**src/rtl/jogo_pkg.sv**
```systemverilog
// Shared types and constants for the move detector (state encoding, debug codes, defaults).
package jogo_pkg;

    localparam int unsigned DEBOUNCE_CICLOS_PADRAO = 8;
    localparam int unsigned N_BOTOES               = 4;
    localparam int unsigned ESTADO_W               = 3;

    typedef enum logic [ESTADO_W-1:0] {
        OCIOSO        = 3'd0,
        FILTRA        = 3'd1,
        REGISTRA      = 3'd2,
        ESPERA_SOLTAR = 3'd3
    } estado_t;

    localparam logic [ESTADO_W-1:0] DB_OCIOSO        = 3'd0;
    localparam logic [ESTADO_W-1:0] DB_FILTRA        = 3'd1;
    localparam logic [ESTADO_W-1:0] DB_REGISTRA      = 3'd2;
    localparam logic [ESTADO_W-1:0] DB_ESPERA_SOLTAR = 3'd3;

    function automatic logic eh_one_hot(input logic [N_BOTOES-1:0] v);
        return (v != '0) && ((v & (v - N_BOTOES'(1))) == '0);
    endfunction

    function automatic logic [ESTADO_W-1:0] estado_para_db(input estado_t e);
        case (e)
            OCIOSO:        return DB_OCIOSO;
            FILTRA:        return DB_FILTRA;
            REGISTRA:      return DB_REGISTRA;
            ESPERA_SOLTAR: return DB_ESPERA_SOLTAR;
            default:       return DB_OCIOSO;
        endcase
    endfunction

endpackage

```
**src/rtl/sincronizador_2ff.sv**
```systemverilog
// Two-flop synchronizer for asynchronous inputs, asynchronous active-high reset.
module sincronizador_2ff #(
    parameter int unsigned LARGURA = 1
) (
    input  logic               clock,
    input  logic               reset,
    input  logic [LARGURA-1:0] d,
    output logic [LARGURA-1:0] q
);

    logic [LARGURA-1:0] meta;

    always_ff @(posedge clock or posedge reset) begin
        if (reset) begin
            meta <= '0;
            q    <= '0;
        end else begin
            meta <= d;
            q    <= meta;
        end
    end

endmodule

```
**src/rtl/detector_jogada.sv**
```systemverilog
// Debounces the colour buttons and reports one accepted one-hot move per press.
// Optional debug ports db_estado/db_contador are built when DETECTOR_JOGADA_DB_EN is defined.
module detector_jogada
    import jogo_pkg::*;
#(
    parameter int unsigned DEBOUNCE_CICLOS = DEBOUNCE_CICLOS_PADRAO
) (
    input  logic                clock,
    input  logic                reset,
    input  logic [N_BOTOES-1:0] botoes,
    input  logic                habilita,
    input  logic                limpa,
    output logic [N_BOTOES-1:0] jogada,
    output logic                tem_jogada,
    output logic                jogada_invalida
`ifdef DETECTOR_JOGADA_DB_EN
    ,
    output logic [ESTADO_W-1:0]                    db_estado,
    output logic [$clog2(DEBOUNCE_CICLOS+1)-1:0]   db_contador
`endif
);

    localparam int unsigned        CONT_W   = $clog2(DEBOUNCE_CICLOS + 1);
    localparam logic [CONT_W-1:0]  CONT_FIM = CONT_W'(DEBOUNCE_CICLOS - 1);

    logic [N_BOTOES-1:0] sinc;
    estado_t             estado, estado_n;
    logic [N_BOTOES-1:0] candidato, candidato_n;
    logic [CONT_W-1:0]   contador, contador_n;
    logic [N_BOTOES-1:0] jogada_n;
    logic                tem_jogada_n, jogada_invalida_n;

    sincronizador_2ff #(
        .LARGURA (N_BOTOES)
    ) u_sinc (
        .clock (clock),
        .reset (reset),
        .d     (botoes),
        .q     (sinc)
    );

    always_ff @(posedge clock or posedge reset) begin
        if (reset) begin
            estado          <= OCIOSO;
            candidato       <= '0;
            contador        <= '0;
            jogada          <= '0;
            tem_jogada      <= 1'b0;
            jogada_invalida <= 1'b0;
        end else begin
            estado          <= estado_n;
            candidato       <= candidato_n;
            contador        <= contador_n;
            jogada          <= jogada_n;
            tem_jogada      <= tem_jogada_n;
            jogada_invalida <= jogada_invalida_n;
        end
    end

    // Counter saturates at CONT_FIM: every path reaching it leaves the state or clears it.
    always_comb begin
        estado_n          = estado;
        candidato_n       = candidato;
        contador_n        = contador;
        jogada_n          = limpa ? '0 : jogada;
        tem_jogada_n      = 1'b0;
        jogada_invalida_n = 1'b0;

        case (estado)
            OCIOSO: begin
                if (habilita && (sinc != '0)) begin
                    estado_n    = FILTRA;
                    candidato_n = sinc;
                    contador_n  = '0;
                end
            end
            FILTRA: begin
                if (!habilita || (sinc == '0)) begin
                    estado_n   = OCIOSO;
                    contador_n = '0;
                end else if (sinc != candidato) begin
                    candidato_n = sinc;
                    contador_n  = '0;
                end else if (contador == CONT_FIM) begin
                    contador_n = '0;
                    if (eh_one_hot(candidato)) begin
                        estado_n = REGISTRA;
                    end else begin
                        jogada_invalida_n = 1'b1;
                        estado_n          = ESPERA_SOLTAR;
                    end
                end else begin
                    contador_n = contador + CONT_W'(1);
                end
            end
            REGISTRA: begin
                tem_jogada_n = 1'b1;
                if (!limpa) begin
                    jogada_n = candidato;
                end
                estado_n   = ESPERA_SOLTAR;
                contador_n = '0;
            end
            ESPERA_SOLTAR: begin
                if (sinc != '0) begin
                    contador_n = '0;
                end else if (contador == CONT_FIM) begin
                    estado_n   = OCIOSO;
                    contador_n = '0;
                end else begin
                    contador_n = contador + CONT_W'(1);
                end
            end
            default: begin
                estado_n   = OCIOSO;
                contador_n = '0;
            end
        endcase
    end

`ifdef DETECTOR_JOGADA_DB_EN
    assign db_estado   = estado_para_db(estado);
    assign db_contador = contador;
`endif

endmodule

```
**config.mk**
```make
export PLATFORM = sky130hd
export DESIGN_NAME = detector_jogada
export DESIGN_NICKNAME = d
export VERILOG_FILES = /design/src/rtl/jogo_pkg.sv /design/src/rtl/sincronizador_2ff.sv /design/src/rtl/detector_jogada.sv
export SDC_FILE = /design/constraint.sdc
export NUM_CORES = 1
export LEC_CHECK = 0
export ABC_AREA = 0
export CORE_MARGIN = 2
export CORE_UTILIZATION = 50
export CTS_CLUSTER_DIAMETER = 40
export DETAILED_ROUTE_END_ITERATION = 16
export DONT_BUFFER_PORTS = 1
export PLACE_DENSITY = 0.74
export SETUP_SLACK_MARGIN = 0.2
export SLEW_MARGIN = 20
export SYNTH_ARGS = -nofsm -noshare
export SYNTH_HDL_FRONTEND = slang
export SYNTH_SLANG_ARGS = --single-unit
```
**constraint.sdc**
```tcl
create_clock -name clock -period 1.52 [get_ports clock]
set_clock_uncertainty 0.15 [all_clocks]
set_input_delay 0.228 -clock clock [delete_from_list [all_inputs] [get_ports clock]]
set_output_delay 0.228 -clock clock [all_outputs]
set_load 0.03 [all_outputs]
```
==> flow_summary.toml, run 1 <==
[status]
violations = "negative setup slack"
run_status = "finished, violations left"

[setup_path]
setup.worst_path.end_class = "register"
critPathMaxFanout = 4
cp-start-kind = "register"
worstPathRequired_ns = 1.57
crit_type = "reg -> reg"
cp.arrival_ns = 1.82

[placed_design]
place_congestion = 0.768
portBuffers = 0
dp_cells = 119
dp_hpwl_mm = 1.29

[sta]
min_period_ns = 1.78
fin_crit_sh_pct = 117
setup_slack_ns = -0.258
tns_ns = -2.13
setup_violations = 11
relSlewSlack_pct = 78.4
hold_viol = 0
timing.final.max_slew_violations = 0
worst_pin_slew_ns = 0.323
max_freq_mhz = 562
rsz0062_at_grt = "true"

[detailed_routing]
wl_per_cell_um = 13.9
drc = 0
drt.antenna.violating_nets = 0
num_vias = 712
drtPass1Iterations = 4
wl_mm = 1.88
dr.first_iter.drc_count = 12
routed_via_density = 5.27

[cts]
clkLatencyLatePin_ns = 0.30
cts_tree = "built"
numClockSinks = 24
cts_buffers = 3
clock-root-buffer = "clkbuf_4"
clock_path_buffers = 2
h-tree-depth = 1
clk_pin_slew_ns = 0.12

[global_routing]
track_usage_pct = 16.3
grt_remaining_overflow = 0
grt_max_degree = 25
grt_pass1_wl_mm = 3.12
grt_pass1_vias = 725
antenna_found_initial = 0

[die]
initial_core_util_pct = 53.8
row_count = 16
fp.dieH_um = 50.2
coreArea_um2 = 1980
num_io_pins = 14
die_x_um = 50.2
dieArea_um2 = 2520

[logic_synthesis]
synth_nets = 94
syn_inst = 85
ys_warn_count = 0
async_reset_ff_share_pct = 100
synth_top_area_share_pct = 56.3
synth_top_cell_by_area = "dfrtp_1"
synth_common_cells = "24 x dfrtp_1, 8 x nor2_1, 5 x nand2_1, 5 x xor2_1"
synth-main-ff-cell = "dfrtp_1"
yosysUniqueCellTypes = 34
avgSynthCellArea_um2 = 12.5
synth.most_common_cell = "dfrtp_1"
synth_edf_count = 0
yosysSeqAreaShare_pct = 56.3
synthTopCellsByArea = "dfrtp_1 56%, mux2_2 4.2%, xor2_1 4.1%"
netlist_area_um2 = 1070
ys_ff_latch = 24

[power]
swShare_pct = 22.3
p_switching_w = 0.000295
p_int_w = 0.00103
power_frac_comb_pct = 13.1
finalPower_w = 0.00132
seqPwrFrac_pct = 53.0
p_per_area_nw_per_um2 = 965
clkPwrFrac_pct = 33.8
p_leak_nw = 0.626
ir_drop_uv = 925

[layout]
antenna_cells = 0
multiInputGateArea_um2 = 484
fill_cells = 137
seq_area_um2 = 606
instances_no_fill = 135
areaGrowthSynthToFinish_pct = 28.6
nets = 118
drive_gt1_share_pct = 39.8

[job]
cap_viol_max_count = 0

[hold_path]
min_path_type = "in -> reg"
[layout make-up]
type	count	area share (%)
Clock buffer	3	1.64
Timing Repair Buffer	22	13.1
Tap cell	27	2.46
Sequential cell	24	44.2
Clock inverter	1	2.19
Multi-Input combinational cell	54	35.3
Inverter	4	1.09
[stage by stage]
step	setup WS, ns	hold slack, ns	utilization (%)	cell area [um^2]
2_1_floorplan	-0.0720	0.0926	-	1090
3_3_place_gp	-0.142	0.0277	60.0	1190
3_5_place_dp	-0.227	0.0325	60.0	1190
4_1_cts	-0.224	0.0171	66.8	1320
5_1_grt	-0.346	0.00647	69.2	1370
6_report	-0.258	0.0321	69.2	1370
[cells in the final DEF, fill, tap and decap left out, types with 2 or more instances in the layout]
master          n
dlygate4sd3_1   6
inv_1           4
clkbuf_4        3
xor2_1          4
nand3_1         3
buf_4          16
nand2_1         5
mux2_2          4
mux2i_1         4
nor2_1          7
nor3b_4         2
nor4_4          2
dfrtp_1        20
dfrtp_2         4
o21ai_0         2
[registers in the layout, summed over array words and instances, names as in the netlist]
signal	cells
u_sinc.q	4
jogada	4
tem_jogada	1
contador	4
estado	2
candidato	4
jogada_invalida	1
u_sinc.meta	4
[worst max-delay path: stages (launching register included)]
cell and delay [ns]:
dfrtp_2 0.46, o41ai_4 0.41, buf_4 0.19, nor3b_4 0.05, a311oi_1 0.28, o22ai_1 0.13
[kinds of logic (layout without fill, tap and decap cells)]
| kind of cell | after synthesis | in the layout | share of synthesized area [%] |
|---|---|---|---|
| xor gates and xnor gates | 5 | 5 | 4.11 |
| DFF | 24 | 24 | 56.3 |
| and+or+nand+nor | 27 | 27 | 16.4 |
| adders and majority gates | 1 | 1 | 1.17 |
| AOI/OAI and AO/OA | 13 | 13 | 11.4 |
| buffers and inverters | 7 | 30 | 2.58 |
| muxes | 8 | 8 | 7.98 |
[per-layer routing]
metal / wire length, um / GRT usage, %
met4: 0 / 1.39
met3: 86 / 5.95
met2: 927 / 28.3
met5: 0 / 0
met1: 865 / 20.1
[power by group through the flow]
stage                     sequential (W)  combinational, W  clock [W]
after floorplan                 0.000705         0.0000979          0
after global placement          0.000710          0.000136          0
after detailed placement        0.000712          0.000140          0
after CTS                       0.000699          0.000159   0.000466
after global routing            0.000705          0.000191   0.000493
final                           0.000701          0.000174   0.000448
[final timing paths]
kind,depth (start not counted),slack (ns),start,to
max in group asynchronous,3,0.74,reset,u_sinc.q[3]
min in group asynchronous,3,0.24,reset,u_sinc.meta[2]
min reg2reg,0,0.22,u_sinc.meta[1],u_sinc.q[1]
max reg2reg,5,-0.26,u_sinc.q[0],contador[3]
min,2,0.03,habilita,estado[1]
max,5,-0.26,u_sinc.q[0],contador[3]
[timing repair]
| item | in CTS | in global routing |
|---|---|---|
| setup endpoints to repair | 15 | 15 |
| setup buffers | 2 | 4 |
| resized for setup | 3 | 4 |
| hold endpoints to repair | 32 | 0 |
| hold buffers | 6 | 0 |
| pin swaps | 2 | 4 |
No activity file was read; power rests on OpenSTA's default activity.
==> run 2, diff against run 1 <==
--- a/config.mk
+++ b/config.mk
@@ -13,6 +13,7 @@
 export DONT_BUFFER_PORTS = 1
 export PLACE_DENSITY = 0.74
 export SETUP_SLACK_MARGIN = 0.2
+export SKIP_CTS_REPAIR_TIMING = 1
 export SLEW_MARGIN = 20
 export SYNTH_ARGS = -nofsm -noshare
 export SYNTH_HDL_FRONTEND = slang
==> flow_summary.toml, run 2 (synthesis results as in run 1) <==
[power]
power_frac_comb_pct = 12.7
p_int_w = 0.00102
clkPwrFrac_pct = 34.1
ir_drop_uv = 1020
seqPwrFrac_pct = 53.2
swShare_pct = 22.5
p_switching_w = 0.000297
p_leak_nw = 0.617
p_per_area_nw_per_um2 = 978

[setup_path]
cp.arrival_ns = 1.84
setup.worst_path.end_class = "register"
r2r-start = "u_sinc.q[0]"
cp-start-kind = "register"
critPathMaxFanout = 4
ff2ff_path_depth = 5
crit_type = "reg -> reg"
worstPathRequired_ns = 1.57
cp-startpoint = "u_sinc.q[0]"

[detailed_routing]
drc = 0
drt.antenna.violating_nets = 0
num_vias = 701
routed_via_density = 5.27
wl_mm = 1.85
drtPass1Iterations = 4
wl_per_cell_um = 13.9
dr.first_iter.drc_count = 10

[hold_path]
min_path_type = "in -> reg"
min_path_cells = 2
hp-start = "habilita"

[sta]
fin_crit_sh_pct = 118
max_freq_mhz = 558
setup_violations = 11
worst_pin_slew_ns = 0.355
tns_ns = -2.07
relSlewSlack_pct = 76.3
hold_viol = 0
timing.final.max_slew_violations = 0
rsz0062_at_grt = "true"
setup_slack_ns = -0.273
hold_slack_ns = 0.0324
min_period_ns = 1.79

[cts]
clock_path_buffers = 2
clock-root-buffer = "clkbuf_4"
cts_buffers = 3
clk_pin_slew_ns = 0.12
h-tree-depth = 1
cts_tree = "built"
clkLatencyLatePin_ns = 0.31
numClockSinks = 24

[layout]
seq_area_um2 = 604
final_common_cell = "dfrtp_1"
antenna_cells = 0
instances_no_fill = 133
nets = 116
drive_gt1_share_pct = 35.8
final_cell_mix = "21 x dfrtp_1, 14 x buf_4, 8 x nor2_1"
areaGrowthSynthToFinish_pct = 26.6
final_cell_area_um2 = 1350
multiInputGateArea_um2 = 479
fill_cells = 142

[global_routing]
grt_max_degree = 25
grt_remaining_overflow = 0
track_usage_pct = 15.9
grt_pass1_vias = 708
grt_pass1_wl_mm = 3.04
use_met1_pct = 20.3
met3_usage_pct = 6.55
antenna_found_initial = 0
grt_busiest_layer = "met2"
gr-usage-met2_pct = 26.3

[status]
violations = "negative setup slack"
run_status = "finished, violations left"

[die]
fp.dieH_um = 50.2
dieArea_um2 = 2520
initial_core_util_pct = 53.8
row_count = 16
coreArea_um2 = 1980
num_io_pins = 14
die_x_um = 50.2

[placed_design]
dpl_cell_area_um2 = 1190
dp_hpwl_mm = 1.29
portBuffers = 0
dpl_worst_slack_ns = -0.227
place_congestion = 0.768
dp_cells = 119

[job]
cap_viol_max_count = 0
-- run 2: cell count changes in the layout (fill, tap and decap cells not counted) --
cell and delta:
nor2_1 +1, nor2_2 -1, dfrtp_1 +1, nand2b_2 -1, buf_4 -2, nand2b_1 +1
dfrtp_2 -1
-- run 2: through the flow --
| stage | utilization [%] | total power [W] |
|---|---|---|
| 2_1_floorplan | - | 0.000803 |
| 3_5_place_dp | 60.0 | 0.000851 |
| 5_1_grt | 68.1 | 0.00138 |
| 6_report | 68.1 | 0.00132 |
| 3_3_place_gp | 60.0 | 0.000847 |
| 4_1_cts | 62.7 | 0.00131 |
-- run 2: cell type report --
type                            count  area share [%]
Inverter                            4            1.11
Multi-Input combinational cell     54            35.5
Timing Repair Buffer               20            12.2
Sequential cell                    24            44.8
Clock buffer                        3            1.67
Tap cell                           27            2.50
Clock inverter                      1            2.22
-- run 2: layer usage --
layer	routed length [um]	up-vias
li1	-	345
met1	869	335
met2	890	21
met3	92	0
met4	0	0
met5	0	-
-- run 2: final timing paths --
| check | endpoint | slack [ns] |
|---|---|---|
| min in group asynchronous | u_sinc.meta[2] | 0.23 |
| max in group asynchronous | u_sinc.q[3] | 0.75 |
| hold reg to reg | u_sinc.q[1] | 0.21 |
| setup reg to reg | contador[3] | -0.27 |
| setup / recovery | contador[3] | -0.27 |
| hold / removal | estado[1] | 0.03 |
-- run 2: critical path, cell delays in order (launching register included) --
cell	delay [ns]
dfrtp_2	0.46
o41ai_4	0.42
buf_4	0.20
nor3b_4	0.06
a311oi_1	0.28
o22ai_1	0.13
-- run 2: power groups by stage --
stage | Sequential, W | Combinational (W) | Clock, W
6_report | 0.000702 | 0.000168 | 0.000450
5_1_grt | 0.000706 | 0.000184 | 0.000492
4_1_cts | 0.000699 | 0.000140 | 0.000466
3_5_place_dp | 0.000712 | 0.000140 | 0
3_3_place_gp | 0.000710 | 0.000136 | 0
2_1_floorplan | 0.000705 | 0.0000979 | 0
